## src/rtl/ext_ram_pkg.sv

```systemverilog
// Shared types and limits for the external-RAM bus master.
// Build option: EXT_RAM_TURNAROUND_EN adds the post-read bus-release state.
package ext_ram_pkg;

  localparam int WAIT_W     = 4;
  localparam int ADDR_W_MIN = 1;
  localparam int ADDR_W_MAX = 16;
  localparam int DATA_W_MIN = 8;
  localparam int DATA_W_MAX = 64;
  localparam int WAIT_MAX   = (1 << WAIT_W) - 1;

  typedef enum logic [2:0] {
    IDLE,
    SETUP,
    ACCESS,
    HOLD
`ifdef EXT_RAM_TURNAROUND_EN
    ,
    TURN
`endif
  } state_e;

endpackage

```

## src/rtl/ext_ram_port_if.sv

```systemverilog
// Core request/response channel plus the split external SRAM pad signals.
// master = the RAM port itself; slave = the core and pad shell around it.
interface ext_ram_port_if #(
  parameter int ADDR_W = 5,
  parameter int DATA_W = 32
);
  logic              req_valid_i;
  logic              req_ready_o;
  logic              req_we_i;
  logic [ADDR_W-1:0] req_addr_i;
  logic [DATA_W-1:0] req_wdata_i;
  logic              rsp_valid_o;
  logic [DATA_W-1:0] rsp_rdata_o;
  logic [ADDR_W-1:0] ram_addr_o;
  logic [DATA_W-1:0] ram_data_o;
  logic              ram_data_oe_o;
  logic [DATA_W-1:0] ram_data_i;
  logic              ram_rw_en_o;

  modport master (
    input  req_valid_i, req_we_i, req_addr_i, req_wdata_i, ram_data_i,
    output req_ready_o, rsp_valid_o, rsp_rdata_o,
           ram_addr_o, ram_data_o, ram_data_oe_o, ram_rw_en_o
  );

  modport slave (
    output req_valid_i, req_we_i, req_addr_i, req_wdata_i, ram_data_i,
    input  req_ready_o, rsp_valid_o, rsp_rdata_o,
           ram_addr_o, ram_data_o, ram_data_oe_o, ram_rw_en_o
  );
endinterface

```

## src/rtl/ext_ram_wait_ctr.sv

```systemverilog
// Loadable wait-state down-counter; load has priority, stops at zero; zero flag is combinational.
// No backpressure: counts whenever enabled.
module ext_ram_wait_ctr
  import ext_ram_pkg::*;
(
  input  logic              clk,
  input  logic              rst,
  input  logic              load,
  input  logic              en,
  input  logic [WAIT_W-1:0] load_val,
  output logic              zero
);

  logic [WAIT_W-1:0] count;

  always_ff @(posedge clk or posedge rst) begin
    if (rst) begin
      count <= '0;
    end else if (load) begin
      count <= load_val;
    end else if (en && (count != '0)) begin
      count <= count - 1'b1;
    end
  end

  assign zero = (count == '0);

endmodule

```

## src/rtl/ext_ram_port.sv

```systemverilog
// External SRAM master: setup, WAIT_CYCLES+1 strobe cycles, hold; response in cycle 3+WAIT_CYCLES.
// One request outstanding, ready only in IDLE; EXT_RAM_TURNAROUND_EN adds a release cycle after reads.
module ext_ram_port
  import ext_ram_pkg::*;
#(
  parameter int ADDR_W      = 5,
  parameter int DATA_W      = 32,
  parameter int WAIT_CYCLES = 1
) (
  input  logic           fpgaGlobalClock,
  input  logic           reset_i,
  ext_ram_port_if.master bus
);

  if (ADDR_W < ADDR_W_MIN || ADDR_W > ADDR_W_MAX) begin : g_bad_addr_w
    $error("ext_ram_port: ADDR_W out of range");
  end
  if (DATA_W < DATA_W_MIN || DATA_W > DATA_W_MAX) begin : g_bad_data_w
    $error("ext_ram_port: DATA_W out of range");
  end
  if (WAIT_CYCLES < 0 || WAIT_CYCLES > WAIT_MAX) begin : g_bad_wait
    $error("ext_ram_port: WAIT_CYCLES out of range");
  end

  localparam logic [WAIT_W-1:0] WAIT_LOAD = WAIT_W'(WAIT_CYCLES);

  state_e            state_q, state_d;
  logic              accept;
  logic              ctr_load, ctr_en, ctr_zero;
  logic              we_q;
  logic [ADDR_W-1:0] addr_q;
  logic [DATA_W-1:0] wdata_q;
  logic [DATA_W-1:0] rdata_q;

  always_ff @(posedge fpgaGlobalClock or posedge reset_i) begin
    if (reset_i) begin
      state_q <= IDLE;
    end else begin
      state_q <= state_d;
    end
  end

  always_comb begin
    state_d  = state_q;
    accept   = 1'b0;
    ctr_load = 1'b0;
    ctr_en   = 1'b0;
    case (state_q)
      IDLE: begin
        if (bus.req_valid_i) begin
          accept  = 1'b1;
          state_d = SETUP;
        end
      end
      SETUP: begin
        ctr_load = 1'b1;
        state_d  = ACCESS;
      end
      ACCESS: begin
        if (ctr_zero) begin
          state_d = HOLD;
        end else begin
          ctr_en = 1'b1;
        end
      end
      HOLD: begin
`ifdef EXT_RAM_TURNAROUND_EN
        state_d = we_q ? IDLE : TURN;
`else
        state_d = IDLE;
`endif
      end
`ifdef EXT_RAM_TURNAROUND_EN
      TURN: begin
        state_d = IDLE;
      end
`endif
      default: begin
        state_d = IDLE;
      end
    endcase
  end

  ext_ram_wait_ctr u_wait_ctr (
    .clk      (fpgaGlobalClock),
    .rst      (reset_i),
    .load     (ctr_load),
    .en       (ctr_en),
    .load_val (WAIT_LOAD),
    .zero     (ctr_zero)
  );

  // Address only moves on acceptance, so it is stable around every strobe.
  always_ff @(posedge fpgaGlobalClock or posedge reset_i) begin
    if (reset_i) begin
      we_q    <= 1'b0;
      addr_q  <= '0;
      wdata_q <= '0;
    end else if (accept) begin
      we_q    <= bus.req_we_i;
      addr_q  <= bus.req_addr_i;
      wdata_q <= bus.req_wdata_i;
    end
  end

  always_ff @(posedge fpgaGlobalClock or posedge reset_i) begin
    if (reset_i) begin
      rdata_q <= '0;
    end else if (state_q == ACCESS && ctr_zero && !we_q) begin
      rdata_q <= bus.ram_data_i;
    end
  end

  // Pin controls decode straight from reset-cleared flops so a reset drops them immediately.
  assign bus.req_ready_o   = (state_q == IDLE);
  assign bus.rsp_valid_o   = (state_q == HOLD);
  assign bus.rsp_rdata_o   = rdata_q;
  assign bus.ram_addr_o    = addr_q;
  assign bus.ram_data_o    = wdata_q;
  assign bus.ram_rw_en_o   = (state_q == ACCESS) && we_q;
  assign bus.ram_data_oe_o = we_q && ((state_q == SETUP) || (state_q == ACCESS) || (state_q == HOLD));

endmodule

```

## src/flat_wrapper.sv

```systemverilog
// flat-port wrapper written by rule: the top's interface ports become plain ports
module ext_ram_port_flat import ext_ram_pkg::*;
#(
  parameter int ADDR_W      = 5,
  parameter int DATA_W      = 32,
  parameter int WAIT_CYCLES = 1
)
  (fpgaGlobalClock, reset_i, bus_req_valid_i, bus_req_we_i, bus_req_addr_i, bus_req_wdata_i, bus_ram_data_i, bus_req_ready_o, bus_rsp_valid_o, bus_rsp_rdata_o, bus_ram_addr_o, bus_ram_data_o, bus_ram_data_oe_o, bus_ram_rw_en_o);
  ext_ram_port_if #(.ADDR_W(ADDR_W), .DATA_W(DATA_W)) bus_i ();
  input  logic fpgaGlobalClock;
  input  logic reset_i;
  input wire logic [$bits(bus_i.req_valid_i)-1:0] bus_req_valid_i;
  input wire logic [$bits(bus_i.req_we_i)-1:0] bus_req_we_i;
  input wire logic [$bits(bus_i.req_addr_i)-1:0] bus_req_addr_i;
  input wire logic [$bits(bus_i.req_wdata_i)-1:0] bus_req_wdata_i;
  input wire logic [$bits(bus_i.ram_data_i)-1:0] bus_ram_data_i;
  output wire logic [$bits(bus_i.req_ready_o)-1:0] bus_req_ready_o;
  output wire logic [$bits(bus_i.rsp_valid_o)-1:0] bus_rsp_valid_o;
  output wire logic [$bits(bus_i.rsp_rdata_o)-1:0] bus_rsp_rdata_o;
  output wire logic [$bits(bus_i.ram_addr_o)-1:0] bus_ram_addr_o;
  output wire logic [$bits(bus_i.ram_data_o)-1:0] bus_ram_data_o;
  output wire logic [$bits(bus_i.ram_data_oe_o)-1:0] bus_ram_data_oe_o;
  output wire logic [$bits(bus_i.ram_rw_en_o)-1:0] bus_ram_rw_en_o;
  assign bus_i.req_valid_i = bus_req_valid_i;
  assign bus_i.req_we_i = bus_req_we_i;
  assign bus_i.req_addr_i = bus_req_addr_i;
  assign bus_i.req_wdata_i = bus_req_wdata_i;
  assign bus_i.ram_data_i = bus_ram_data_i;
  assign bus_req_ready_o = bus_i.req_ready_o;
  assign bus_rsp_valid_o = bus_i.rsp_valid_o;
  assign bus_rsp_rdata_o = bus_i.rsp_rdata_o;
  assign bus_ram_addr_o = bus_i.ram_addr_o;
  assign bus_ram_data_o = bus_i.ram_data_o;
  assign bus_ram_data_oe_o = bus_i.ram_data_oe_o;
  assign bus_ram_rw_en_o = bus_i.ram_rw_en_o;
  ext_ram_port #(.ADDR_W(ADDR_W), .DATA_W(DATA_W), .WAIT_CYCLES(WAIT_CYCLES)) u_core (.fpgaGlobalClock(fpgaGlobalClock), .reset_i(reset_i), .bus(bus_i));
endmodule
```

## config.mk

```make
export PLATFORM = sky130hd
export DESIGN_NAME = ext_ram_port_flat
export DESIGN_NICKNAME = d
export VERILOG_FILES = /design/src/rtl/ext_ram_pkg.sv /design/src/rtl/ext_ram_port_if.sv /design/src/rtl/ext_ram_wait_ctr.sv /design/src/rtl/ext_ram_port.sv /design/src/flat_wrapper.sv
export SDC_FILE = /design/constraint.sdc
export NUM_CORES = 1
export LEC_CHECK = 0
export ABC_AREA = 0
export CAP_MARGIN = 20
export CORE_MARGIN = 4
export CORE_UTILIZATION = 44
export CTS_CLUSTER_SIZE = 20
export DETAILED_ROUTE_END_ITERATION = 10
export GPL_TIMING_DRIVEN = 0
export PLACE_DENSITY = 0.81
export SLEW_MARGIN = 20
export SYNTH_ARGS = -nofsm -noshare
export SYNTH_HDL_FRONTEND = slang
export SYNTH_HIERARCHICAL = 1
export SYNTH_SLANG_ARGS = --single-unit
```

## constraint.sdc

```tcl
create_clock -name fpgaGlobalClock -period 5.3 [get_ports fpgaGlobalClock]
set_input_delay 1.06 -clock fpgaGlobalClock [delete_from_list [all_inputs] [get_ports fpgaGlobalClock]]
set_output_delay 1.06 -clock fpgaGlobalClock [all_outputs]
set_load 0.005 [all_outputs]
```

==> results.toml, run 1 <==
[synth]
synth_top_family_by_area = "multiplexers"
synthAdderAreaFrac_pct = 2.42
synthMuxAreaShare_pct = 26.3
synth_warnings = 6
synth_cell_type_count = 28
synthArstFlopShare_pct = 100
synthCells = 196
avgSynthCellArea_um2 = 15.8
synth-edff-count = 0
synth_xor_xnor_area_share_pct = 0
ys_ff_latch = 76
ys.flop_type = "dfrtp_1"
synth.yosys.seq_area_share_pct = 61.3
synthesis.area_um2 = 3100
synth-simple-area-share_pct = 3.91
synth_compound_area_share_pct = 2.14

[timing]
min_period_ps = 2850
rsz0062_at_grt = "no"
slew_violations = 0
period_share_pct = 53.7
finalSetupViolCount = 0
hold_viol = 0
skew_ps = 10.8
fmax_mhz = 351
finalSetupTns_ps = 0

[finish]
stdcell_count = 455
stdcell_area_um2 = 4880
antenna-diode-count = 0
drive_gt1_share_pct = 27.6
multi_input_area_um2 = 1090
seqCellArea_um2 = 1900
fin_util_pct = 71.4
fill_cells = 522
nets = 434
area_growth_pct = 57.3

[grt]
grt_use_total_pct = 17.1
grt_pass1_wl_mm = 11.5
use_met3_pct = 6.15
gr-usage-met2_pct = 28.8
grt_max_degree = 41
grt_pass1_vias = 2269
use_met1_pct = 20.4
grt_overflow = 0
antenna_found_initial = 0
top_usage_layer = "met2"

[clocking]
numCtsBuffers = 9
cts_resized = 0
clock_sinks = 76
clkTransAtPathRegs_ps = 70
cts_tree = "yes"
clock_latency_ps = 330
cts_htree_levels = 3
cts-root-buf = "clkbuf_8"
clockBufferDepth = 2
cts_setup_buffers = 0
hold_buffers = 0

[place]
dp_cells = 440
port_buffers = 145
routabilityCongestion = 0.711
postPlaceCellArea_um2 = 4700
dpl.hpwl_mm = 5.40

[min_path]
hold_path.class = "register to register"

[die]
fp.coreArea_um2 = 6830
die_height_um = 91.9
die-area_um2 = 8450
placementRows = 30
num_io_pins = 146
start_util_pct = 45.4
die_w_um = 91.9

[drt]
drc = 0
drt_iter0_markers = 29
vias = 2119
wl_mm = 6.87
routedWlPerCell_um = 15.1
detail-route-antenna-nets = 0
dr.pass1.iters = 4
vias_per_cell = 4.66

[flow_run]
drv_cap = 0

[critical_path]
path_max_fanout = 4
worst_ep_required_time_ps = 4240
critPathLaunchType = "register"
setup.worst_path.end_class = "primary output"
crit_type = "register to primary output"
cp.arrival_ps = 1790

[pwr]
finalPower_uw = 2670
vdd_drop_max_uv = 267
pwr-share-comb_pct = 46.9
pwr-share-clk_pct = 14.6
swShare_pct = 27.2
p_seq_share_pct = 38.5
power.density_nw_per_um2 = 548
p_int_uw = 1940
cellLeakagePower_uw = 0.00211
switchingPower_uw = 728

[status]
status = "finished, final reports clean"
-- stage by stage --
step,setup slack [ps],hold WS (ps)
detailed placement,2790,491
finish,2450,503
CTS,2400,509
global route,2350,519
global placement,1170,486
floorplan,2420,504
-- layout make-up --
cell class / instances / share of cell area, %
clock buffers: 11 / 3.10
well taps: 96 / 2.46
plain buffers: 8 / 1.72
multi-input cells: 106 / 22.4
inverters: 8 / 0.667
flip-flops and latches: 76 / 39.0
repair buffers: 146 / 30.2
clock inverters: 4 / 0.513
-- synth_stat cells, types with 2 or more instances --
master,number,share of area (%)
a21oi_1,4,0.65
buf_6,3,1.1
clkbuf_8,3,1.3
conb_1,2,0.24
dfrtp_1,76,61
ha_1,6,2.4
inv_1,8,0.97
mux2_2,67,24
mux2_4,4,1.9
nand2_1,4,0.48
o21ai_1,2,0.32
-- kinds of logic (layout without fill, tap and decap cells) --
family	after synthesis	in the layout
AOI/OAI and AO/OA	10	10
adders and majority gates	6	6
buffers and inverters	16	177
DFF	76	76
muxes	71	71
other	2	4
and+or+nand+nor	15	15
-- worst max-delay path: stages, from the launching register on --
cell	delay, ps
dfrtp_1	420
inv_1	120
ha_1	270
and2_1	160
clkdlybuf4s50_1	490
-- final timing paths --
kind | start | end | slack (ps) | cells past startpoint
setup / recovery | u_core/state_q[0] | bus_ram_rw_en_o | 2450 | 4
hold / removal | u_core/bus.rsp_rdata_o[9] | u_core/bus.rsp_rdata_o[9] | 500 | 1
setup reg to reg | u_core/u_wait_ctr/count[0] | u_core/state_q[1] | 3070 | 7
hold reg to reg | u_core/bus.rsp_rdata_o[9] | u_core/bus.rsp_rdata_o[9] | 500 | 1
max in group asynchronous | reset_i | u_core/bus.rsp_rdata_o[14] | 3650 | 3
min in group asynchronous | reset_i | u_core/u_wait_ctr/count[2] | 1000 | 2
-- metal layers --
metal  wire [um]  up-vias  share of wire (%)
li1            -      995                  -
met5           0        -                  0
met1        2810     1023                 41
met2        3370       92                 49
met4          83        0                1.2
met3         605        9                8.8
-- power groups by stage --
stage	clock, uW	combinational (uW)	sequential (uW)
finish	390	1250	1030
detailed placement	0	1280	1050
global placement	0	1240	1030
floorplan	0	511	1060
global route	432	1360	1080
CTS	409	1280	1030
-- placed cells by master, fill, tap and decap left out, types with 2 or more instances in the layout --
| cell type | n |
|---|---|
| conb_1 | 4 |
| inv_1 | 7 |
| clkinvlp_4 | 2 |
| a21oi_1 | 4 |
| mux2_2 | 67 |
| o21ai_1 | 2 |
| mux2_4 | 4 |
| clkdlybuf4s50_1 | 145 |
| nand2_1 | 4 |
| clkbuf_8 | 14 |
| dfrtp_1 | 76 |
| ha_1 | 6 |
| buf_6 | 3 |
| clkinv_2 | 2 |
-- state kept, by name, summed over array words and instances (netlist names) --
signal / flops
u_core/bus.ram_data_o: 32
u_core/bus.rsp_rdata_o: 32
u_core/bus.ram_addr_o: 5
u_core/we_q: 1
u_core/u_wait_ctr/count: 4
u_core/state_q: 2
Power figures use the tool's default switching activity.
==> inputs of run 2 (changes only) <==
CORE_UTILIZATION = 37   (was 44)
PLACE_DENSITY = 0.72   (was 0.81)
clock period = 2.3 ns   (was 5.3 ns; I/O delays follow)
==> run 2 against run 1 <==
Largest cell class unchanged. Critical path depth unchanged. Cell area increased by 1.1%. Sequential power grew 130%. Via count fell by 0.33%. Sequential share of layout area decreased by 0.44 points. Sequential cell count stayed put. Clock skew down 3.3 ps. Worst setup slack lost 2400 ps. Count of clock-buffer cells in the layout rose by 1. Core utilization is 11 points lower.
==> results.toml, run 2 (same netlist as run 1, synthesis figures left out) <==
[timing]
finalSetupTns_ps = 0
fmax_mhz = 455
skew_ps = 7.49
min_period_ps = 2200
finalSetupViolCount = 0
rsz0062_at_grt = "no"
slew_violations = 0
hold_viol = 0
hold_ws_ps = 401
period_share_pct = 95.5

[clocking]
cts-root-buf = "clkbuf_8"
cts_resized = 1
cts_tree = "yes"
cts_setup_buffers = 0
clock_sinks = 76
cts_htree_levels = 3
hold_buffers = 0
clock_latency_ps = 340
clkTransAtPathRegs_ps = 80
numCtsBuffers = 9
clockBufferDepth = 2

[finish]
multi_input_area_um2 = 1110
antenna-diode-count = 0
nets = 434
fill_cells = 681
drive_gt1_share_pct = 28.3
mostFrequentLayoutCells = "clkdlybuf4s50_1 (145), dfrtp_1 (76), mux2_2 (67)"
area_growth_pct = 59.1
final_common_cell = "clkdlybuf4s50_1"
stdcell_count = 465
seqCellArea_um2 = 1900

[grt]
grt_pass1_wl_mm = 10.8
grt_overflow = 0
antenna_found_initial = 0
grt_use_total_pct = 14.0
grt_max_degree = 39
grt_pass1_vias = 2207

[critical_path]
cp.arrival_ps = 1740
path_max_fanout = 4
r2r-start = "u_core/u_wait_ctr/count[0]"
r2r_slack_ps = 110
crit_path_max_incr_delay_ps = 490
crit_type = "register to primary output"
crit_chain = "inv_1 > ha_4 > and2_1 > clkdlybuf4s50_1"
critPathLaunchType = "register"
worst_ep_required_time_ps = 1840
setup.worst_path.end_class = "primary output"
reg2reg_to = "u_core/state_q[1]"
slowest_stage = "clkdlybuf4s50_1"
r2r_cells = 7

[place]
routabilityCongestion = 0.713
port_buffers = 145
dpl.hpwl_mm = 5.06
dp_cells = 449

[die]
num_io_pins = 146
die-area_um2 = 9910
start_util_pct = 37.9
die_w_um = 99.5
placementRows = 33
die_height_um = 99.5
fp.coreArea_um2 = 8180

[drt]
drc = 0
detail-route-antenna-nets = 0
vias_per_cell = 4.54
routedWlPerCell_um = 14.8
dr.pass1.iters = 4
wl_mm = 6.87
vias = 2112
drt_iter0_markers = 19

[flow_run]
drv_cap = 0

[pwr]
finalPower_uw = 6300
cellLeakagePower_uw = 0.00212
power.density_nw_per_um2 = 1280
vdd_drop_max_uv = 660

[min_path]
hold_path.class = "input pin to asynchronous set/reset pin"

[status]
status = "finished, final reports clean"
[run 2: stage by stage]
| stage | setup slack [ps] | utilization (%) | instance area, um^2 |
|---|---|---|---|
| finish | 102 | 60.3 | 4930 |
| global route | 13.1 | 60.3 | 4930 |
| CTS | 44.5 | 60.2 | 4920 |
| detailed placement | 120 | 57.7 | 4710 |
| global placement | -1280 | 57.4 | 4690 |
| floorplan | 15.1 | - | 3110 |
[run 2: layer usage]
metal	up-vias	GRT usage, %	share of wire [%]
met4	0	4.41	0.74
met5	-	0	0
met3	6	6.45	9.1
met2	94	22.6	49
met1	1018	16.5	41
li1	994	-	-
[run 2: final cells by class]
type / instances / area share (%)
tap: 105 / 2.66
inverter: 8 / 0.659
sequential: 76 / 38.5
clock inverter: 4 / 0.964
clock buffer: 12 / 3.14
buffer: 8 / 1.70
timing repair buffer: 146 / 29.8
multi-input combinational: 106 / 22.5
[run 2: worst max path at each step]
stage / startpoint / endpoint / cells past startpoint
after floorplan: reset_i / u_core/bus.ram_addr_o[0] / 1
after global placement: reset_i / u_core/bus.ram_data_o[12] / 2
after detailed placement: u_core/u_wait_ctr/count[0] / u_core/state_q[1] / 7
after CTS: u_core/state_q[0] / bus_ram_rw_en_o / 4
after global routing: u_core/state_q[0] / bus_req_ready_o / 3
final: u_core/state_q[0] / bus_ram_rw_en_o / 4
[run 2: worst max-delay path, delay by kind of cell (launching register included)]
family / cells / cell delay, ps
buf+inv: 2 / 660
flops: 1 / 430
fa+ha+maj: 1 / 190
simple gates: 1 / 120
[run 2: power breakdown]
part / internal [uW] / total, uW / switching (uW)
combinational: 2020 / 2900 / 877
sequential: 2030 / 2390 / 358
clock: 557 / 1020 / 461
total: 4610 / 6300 / 1700
==> inputs of run 3 (changes only) <==
SKIP_CTS_REPAIR_TIMING = 1   (was unset)
==> run 3 against run 2 <==
Non-clock buffer count unchanged. First-iteration DRC count unchanged. Wire length decreased by 0.29%. Via count decreased by 0.14%. Count of clock-buffer cells in the layout unchanged. Register-to-register slack about the same. Sequential cell count unchanged. Clock skew about the same. Clock power about the same. Largest cell class unchanged.
==> results.toml, run 3 (same netlist as run 1, synthesis figures left out) <==
[flow_run]
drv_cap = 0

[grt]
grt_max_degree = 39
grt_overflow = 0
grt_pass1_wl_mm = 10.8
grt_use_total_pct = 13.9
antenna_found_initial = 0
grt_pass1_vias = 2206

[finish]
area_growth_pct = 59.1
mostFrequentLayoutCells = "clkdlybuf4s50_1 (145), dfrtp_1 (76), mux2_2 (67)"
stdcell_area_um2 = 4930
drive_gt1_share_pct = 28.3
nets = 434
antenna-diode-count = 0
final_common_cell = "clkdlybuf4s50_1"

[die]
num_io_pins = 146
die_height_um = 99.5
start_util_pct = 37.9
placementRows = 33
die-area_um2 = 9910
die_w_um = 99.5
fp.coreArea_um2 = 8180

[drt]
drt_iter0_markers = 19
vias = 2109
drc = 0
routedWlPerCell_um = 14.7
dr.pass1.iters = 4
detail-route-antenna-nets = 0
vias_per_cell = 4.54
wl_mm = 6.85

[clocking]
clkTransAtPathRegs_ps = 80
clockBufferDepth = 2
cts_tree = "yes"
cts_htree_levels = 3
cts-root-buf = "clkbuf_8"
numCtsBuffers = 9
clock_sinks = 76
clock_latency_ps = 340

[critical_path]
cp.arrival_ps = 2410
worst_ep_required_time_ps = 2520
crit_chain = "inv_1 > ha_1 > or3b_4 > inv_1 > and2b_2 > a21oi_2 > mux2_2"
crit_buf_inv = 2
critPathLaunchType = "register"
crit_top_cell = "inv_1"
crit_type = "register to register"
slowest_stage = "or3b_4"
crit_path_max_incr_delay_ps = 430
setup.worst_path.end_class = "register"
path_max_fanout = 8
crit_family = "simple AND/OR/NAND/NOR gates"

[timing]
slew_violations = 0
hold_viol = 0
min_period_ps = 2190
hold_ws_ps = 401
fmax_mhz = 457
finalSetupViolCount = 0
rsz0062_at_grt = "no"
skew_ps = 7.54
period_share_pct = 95.2

[pwr]
cellLeakagePower_uw = 0.00212
power.density_nw_per_um2 = 1280
vdd_drop_max_uv = 660

[place]
postPlaceCellArea_um2 = 4710
dpl.hpwl_mm = 5.06
routabilityCongestion = 0.713
port_buffers = 145

[status]
status = "finished, final reports clean"

[min_path]
hold_path.class = "input pin to asynchronous set/reset pin"
run 3: cell counts in the layout (fill, tap and decap cells not counted):
No cell type changed its count.
run 3: path summary, 6_finish.rpt:
path	from	endpoint	slack, ps	depth (start not counted)
min	reset_i	u_core/u_wait_ctr/count[2]	400	2
max reg2reg	u_core/u_wait_ctr/count[0]	u_core/state_q[1]	110	7
min reg2reg	u_core/bus.ram_data_o[26]	u_core/bus.ram_data_o[26]	500	1
min in group fpgaGlobalClock	u_core/bus.ram_data_o[26]	u_core/bus.ram_data_o[26]	500	1
max	u_core/u_wait_ctr/count[0]	u_core/state_q[1]	110	7
max in group asynchronous	reset_i	u_core/bus.rsp_rdata_o[12]	1240	3
run 3: final cells by class:
type                            instances  area (um^2)
Timing Repair Buffer                  146         1470
Inverter                                8         32.5
Buffer                                  8         83.8
Tap cell                              105          131
Sequential cell                        76         1900
Clock inverter                          4         47.5
Clock buffer                           12          155
Fill cell                             681         3240
Multi-Input combinational cell        106         1110
run 3: power by group:
part	internal (uW)	switching [uW]	total (uW)
combinational	2020	876	2900
clock	557	461	1020
sequential	2030	357	2380
run 3: through the flow:
step	TNS [ps]	std cells	worst slack (ps)	total power (uW)	utilization, %
after floorplan	0	198	15.1	3610	-
after global placement	-91890	448	-1280	5220	57.4
after detailed placement	0	449	120	5320	57.7
after CTS	-3.61	465	-3.61	6380	60.1
after global routing	0	465	19.4	6720	60.3
final	0	465	110	6300	60.3
run 3: per-layer routing:
metal | routed length [um] | track usage (%)
met1 | 2820 | 16.6
met5 | 0 | 0
met4 | 51 | 4.41
met2 | 3350 | 22.5
met3 | 622 | 6.45
